File: src/rtl/tdma_slot_scheduler.sv
// tdma_slot_scheduler
// Shares one downstream resource among three requesters with a 7-slot TDMA
// frame. Each slot has a programmable owner; when the owner is idle (or the
// slot is unowned) the slot is lent to the other requesters in round-robin
// order so that no bandwidth is wasted. Grants are registered and one-hot.

module tdma_slot_scheduler #(
  parameter int SLOT_CYCLES = 4
) (
  input  logic       clock,
  input  logic       reset,
  input  logic       enable,
  input  logic [2:0] req,
  input  logic       cfg_we,
  input  logic [2:0] cfg_slot,
  input  logic [1:0] cfg_owner,
  output logic [2:0] grant,
  output logic       owned,
  output logic [2:0] slot,
  output logic       frame_start
);

  localparam logic [7:0] LAST_CYC  = 8'(SLOT_CYCLES - 1);
  localparam logic [2:0] LAST_SLOT = 3'd6;
  localparam logic [1:0] UNOWNED   = 2'd3;

  logic [1:0] owners [7];
  logic [7:0] cyc;
  logic [1:0] ptr;

  logic [1:0] owner;
  logic       owner_hit;
  logic       rr_hit;
  logic [1:0] rr_idx;
  logic [2:0] rr_sum;
  logic       slot_end;

  assign slot_end = (cyc == LAST_CYC);

  // Slot table: restored to its default owner pattern on reset, rewritten
  // by the config port at any time (a slot index of 7 is silently dropped).
  always_ff @(posedge clock or posedge reset) begin
    if (reset) begin
      owners <= '{2'd0, 2'd1, 2'd2, 2'd0, 2'd1, 2'd2, 2'd3};
    end else if (cfg_we && (cfg_slot <= LAST_SLOT)) begin
      owners[cfg_slot] <= cfg_owner;
    end
  end

  // Slot timing: cyc counts clocks within a slot, slot walks 0..6, and
  // frame_start flags the first cycle after the 6->0 wrap. All freeze
  // while the scheduler is disabled.
  always_ff @(posedge clock or posedge reset) begin
    if (reset) begin
      cyc         <= '0;
      slot        <= '0;
      frame_start <= 1'b0;
    end else if (enable) begin
      frame_start <= slot_end && (slot == LAST_SLOT);
      if (slot_end) begin
        cyc  <= '0;
        slot <= (slot == LAST_SLOT) ? 3'd0 : slot + 3'd1;
      end else begin
        cyc <= cyc + 8'd1;
      end
    end else begin
      frame_start <= 1'b0;
    end
  end

  // Decision logic: does the slot owner want the resource, and if not,
  // which requester is first in round-robin order starting at ptr.
  always_comb begin
    owner     = owners[slot];
    owner_hit = 1'b0;
    rr_hit    = 1'b0;
    rr_idx    = 2'd0;
    rr_sum    = 3'd0;
    if (owner != UNOWNED) begin
      owner_hit = req[owner];
    end
    for (int k = 2; k >= 0; k--) begin
      rr_sum = {1'b0, ptr} + 3'(k);
      if (rr_sum >= 3'd3) begin
        rr_sum = rr_sum - 3'd3;
      end
      if (req[rr_sum[1:0]]) begin
        rr_hit = 1'b1;
        rr_idx = rr_sum[1:0];
      end
    end
  end

  // Registered grant: owner first, otherwise round-robin backup which also
  // moves the pointer past the requester that just got served.
  always_ff @(posedge clock or posedge reset) begin
    if (reset) begin
      grant <= '0;
      owned <= 1'b0;
      ptr   <= '0;
    end else if (!enable) begin
      grant <= '0;
      owned <= 1'b0;
    end else if (owner_hit) begin
      grant <= 3'b001 << owner;
      owned <= 1'b1;
    end else if (rr_hit) begin
      grant <= 3'b001 << rr_idx;
      owned <= 1'b0;
      ptr   <= (rr_idx == 2'd2) ? 2'd0 : rr_idx + 2'd1;
    end else begin
      grant <= '0;
      owned <= 1'b0;
    end
  end

endmodule

File: config.mk
export PLATFORM = sky130hd
export DESIGN_NAME = tdma_slot_scheduler
export DESIGN_NICKNAME = d
export VERILOG_FILES = /design/src/rtl/tdma_slot_scheduler.sv
export SDC_FILE = /design/constraint.sdc
export NUM_CORES = 1
export LEC_CHECK = 0
export ABC_CLOCK_PERIOD_IN_PS = 2150
export CAP_MARGIN = 20
export CORE_UTILIZATION = 35
export CTS_BUF_LIST = sky130_fd_sc_hd__clkbuf_8 sky130_fd_sc_hd__clkbuf_16
export DETAILED_ROUTE_END_ITERATION = 12
export GPL_TIMING_DRIVEN = 0
export HOLD_SLACK_MARGIN = 0.15
export PLACE_DENSITY_LB_ADDON = 0.2
export SYNTH_ARGS = -nofsm -noshare
export SYNTH_HDL_FRONTEND = slang
export SYNTH_SLANG_ARGS = --single-unit
File: constraint.sdc
create_clock -name clock -period 2.15 [get_ports clock]
set_clock_uncertainty 0.2 [all_clocks]
set_input_delay 0.645 -clock clock [delete_from_list [all_inputs] [get_ports clock]]
set_output_delay 0.645 -clock clock [all_outputs]
set_load 0.005 [all_outputs]
==> metrics.md <==
| Metric | Value |
|---|---|
| Synth Cell Area | between 0.0015 and 0.002 mm2 |
| Worst EP arrival | 2.20 ns |
| Cells after Synth | 148 |
| Pwr dens | 1310 mW/mm2 |
| # DRC | 0 |
| Sequential power share | 0.314 |
| Max cap viols | 0 |
| Antenna-violating nets left | 0 |
| Critical Path RT | around 2.1 ns |
| Final Wtd Congestion | 0.844 |
| Count leader, synth | dfrtp_1 |
| Core Area | 0.00475 mm2 |
| Yosys cell types | 43 |
| Yosys top cell by area | dfrtp_1 |
| Critical Path Sink Type | register |
| Initial drt markers | 26 |
| CTS max path bufs | 2 |
| Critical Setup Path Class | reg2reg |
| Minimum clock period | 2.23 ns |
| EDFF count, synth | 0 |
| Sw frac | 0.331 |
| Hold Crit Class | reg2reg |
| Final hold violations | 0 |
| Violated checks | negative setup slack |
| Max rail drop VDD | ~470 uV |
| Clock slew at reported path FFs | 0.07 ns |
| Main synth FF type | dfrtp_1 |
| P_int | 2.05 mW |
| Vias in the first global route | 1,230 |
| Place WS | -0.589 ns |
| Worst skew pair latency | 0.28 ns |
| Ys async rst share | 1.00 |
| Post-synth top cells | 26 x dfrtp_1, 18 x mux2_2, 9 x nand2_1, 9 x nor2_1, 7 x mux2i_1 |
| Clk root buf | clkbuf_8 |
| Area growth from synthesis to layout | 34.7% |
| # port buffers | 19 |
| Endpoints failing setup | 2 |
| Vias | 1,267 |
| Initial cell density of the core | 0.364 |
| DIE HEIGHT | 72.4 um |
| DR vias/cell | 4.93 |
| Maximum number of pins on one net before global-route repair | 18 |
| Wirelength per Cell | 13.8 um |
| Fin. max-slew vios | 0 |
| Final cycle utilization of the critical path | 1.03 |
| Ant diodes | 0 |
| Peak Freq | 449 MHz |
| Die W | 72.4 um |
| Drt total wl | 3.55 mm |
| Logic pwr share | 0.480 |
| Net Count, Synth | between 150 and 200 |
| Fillers | 445 |
| Register area share after synthesis | 0.466 |
| CTS sink count | 32 |
| Synth area leaders | dfrtp_1 38%, mux2_2 12%, dfstp_2 9.1%, mux2i_1 4.0%, ha_1 2.9% |
| Initial antenna violation count | 0 |
| Total grt overflow | 0 |
| Clock share of power | 0.205 |
| Tot GR Track Use | 0.147 |
| #FFs+latches synth | 32 |
| Synth top area share | 0.375 |
| Share of cells above drive strength 1 | 0.379 |
| CP startpoint kind | register |
| First-pass GRT wire length | around 5.8 mm |
| CTS buffer count | 5 |
| Power Total | 3.07 mW |
| Htree depth | 2 |
| Relative slew slack | 0.537 |
| Net Switching | 1.02 mW |
| Crit Path Max Fanout | 7 |
| WHS | 0.312 ns |
| Die area | 0.00524 mm2 |
| Post-detail-place hpwl | 2.54 mm |
| Outcome | finished, violations left |
| Mapped Avg Cell Area | 11.7 um2 |
| Layout Nets | 205 |
| CTS tree | done |
| Leak pwr | 0.968 nW |
| RSZ-0062 raised after global routing | true |
| Ports | 20 |
| Row count | 25 |
| First-pass iteration count of the detailed router | 4 |
| Synth warnings | 0 |
| Tightest Pin Transition | between 0.6 and 0.7 ns |
| # hold bufs at CTS | 0 |
| Worst Setup Slack, final | -0.0750 ns |
routing by layer:
layer | global-route usage | up-vias | part of all wire
li1 | - | 623 | -
met1 | 0.187 | 623 | 0.46
met2 | 0.236 | 16 | 0.49
met3 | 0.0403 | 5 | 0.033
met4 | 0.0610 | 0 | 0.015
met5 | 0 | - | 0
final timing paths:
kind / from / endpoint / slack [ns] / depth (start not counted)
max: slot[1] / ptr[1] / -0.08 / 7
min: owners[13] / owners[13] / 0.31 / 1
max reg2reg: slot[1] / ptr[1] / -0.08 / 7
min reg2reg: owners[13] / owners[13] / 0.31 / 1
max in group asynchronous: reset / owners[10] / 0.58 / 3
min in group asynchronous: reset / grant[2] / 0.56 / 2
layout by cell type, fill, tap and decap left out, types with 2 or more instances in the layout:
cell type and instances:
nand2b_1 2, clkdlybuf4s50_1 16, buf_4 14, nand3b_1 2, nor3b_2 2, dfrtp_2 2, xor2_1 2, nand2_1 9
mux2_2 18, nor3b_1 2, mux2i_1 6, dfstp_2 6, nand4b_1 3, dlygate4sd2_1 3, xnor2_1 5, o211ai_1 2
clkbuf_8 8, nand4_1 3, nor2_1 9, inv_1 4, dfrtp_1 24, mux2_4 2, nand3_1 2, a21oi_1 5
nor2b_1 2, nor3_1 2, ha_4 2, o21a_1 4
repair_timing:
item / 4_1_cts / 5_1_grt
pin swaps: 3 / 2
endpoints found under the setup margin: 7 / 10
resized for setup: 14 / 10
setup buffers: 8 / 6
cell type report:
class | instances | area, um2 | area share
clock buffers | 7 | 96.3 | 0.0413
inverters | 5 | 18.8 | 0.00804
clock inverters | 1 | 30.0 | 0.0129
plain buffers | 4 | 35.0 | 0.0150
multi-input cells | 107 | 940 | 0.403
well taps | 67 | 83.8 | 0.0359
flip-flops and latches | 32 | 811 | 0.347
repair buffers | 34 | 319 | 0.137
registers in the layout (all words and copies together), names as in the netlist:
| register | count |
|---|---|
| slot | 3 |
| frame_start | 1 |
| owned | 1 |
| cyc | 8 |
| ptr | 2 |
| owners | 14 |
| grant | 3 |
critical path, cell delays in order, from the launching register on:
cell      delay [ns]
dfrtp_1         0.41
buf_6           0.15
mux2i_2         0.15
o211a_1         0.22
a221oi_2        0.26
a21oi_2         0.10
nor3b_4         0.29
mux2_4          0.33
stage by stage:
stage	TNS, ns	util	cell area, um2	std cells
after floorplan	0	-	1730	148
after global placement	-7.02	0.422	2010	234
after detailed placement	-4.77	0.428	2030	235
after CTS	-0.121	0.472	2240	251
after global routing	-0.324	0.491	2330	257
final	-0.149	0.491	2330	257
power groups by stage:
| stage | clock network (mW) | logic [mW] | registers [mW] |
|---|---|---|---|
| floorplan | 0 | 0.880 | 0.943 |
| global placement | 0 | 1.14 | 0.965 |
| detailed placement | 0 | 1.19 | 0.974 |
| CTS | 0.649 | 1.36 | 0.961 |
| global route | 0.685 | 1.59 | 0.992 |
| finish | 0.630 | 1.47 | 0.965 |
cells by family (layout without fill, tap and decap cells):
| family | count (synthesis) | in the layout | synth area share |
|---|---|---|---|
| buf+inv | 9 | 51 | 0.0245 |
| compound gates | 26 | 26 | 0.118 |
| xor+xnor | 7 | 7 | 0.0354 |
| fa+ha+maj | 4 | 4 | 0.0289 |
| mux | 27 | 27 | 0.175 |
| flops | 32 | 32 | 0.466 |
| simple gates | 43 | 43 | 0.152 |
Power figures use the tool's default switching activity.
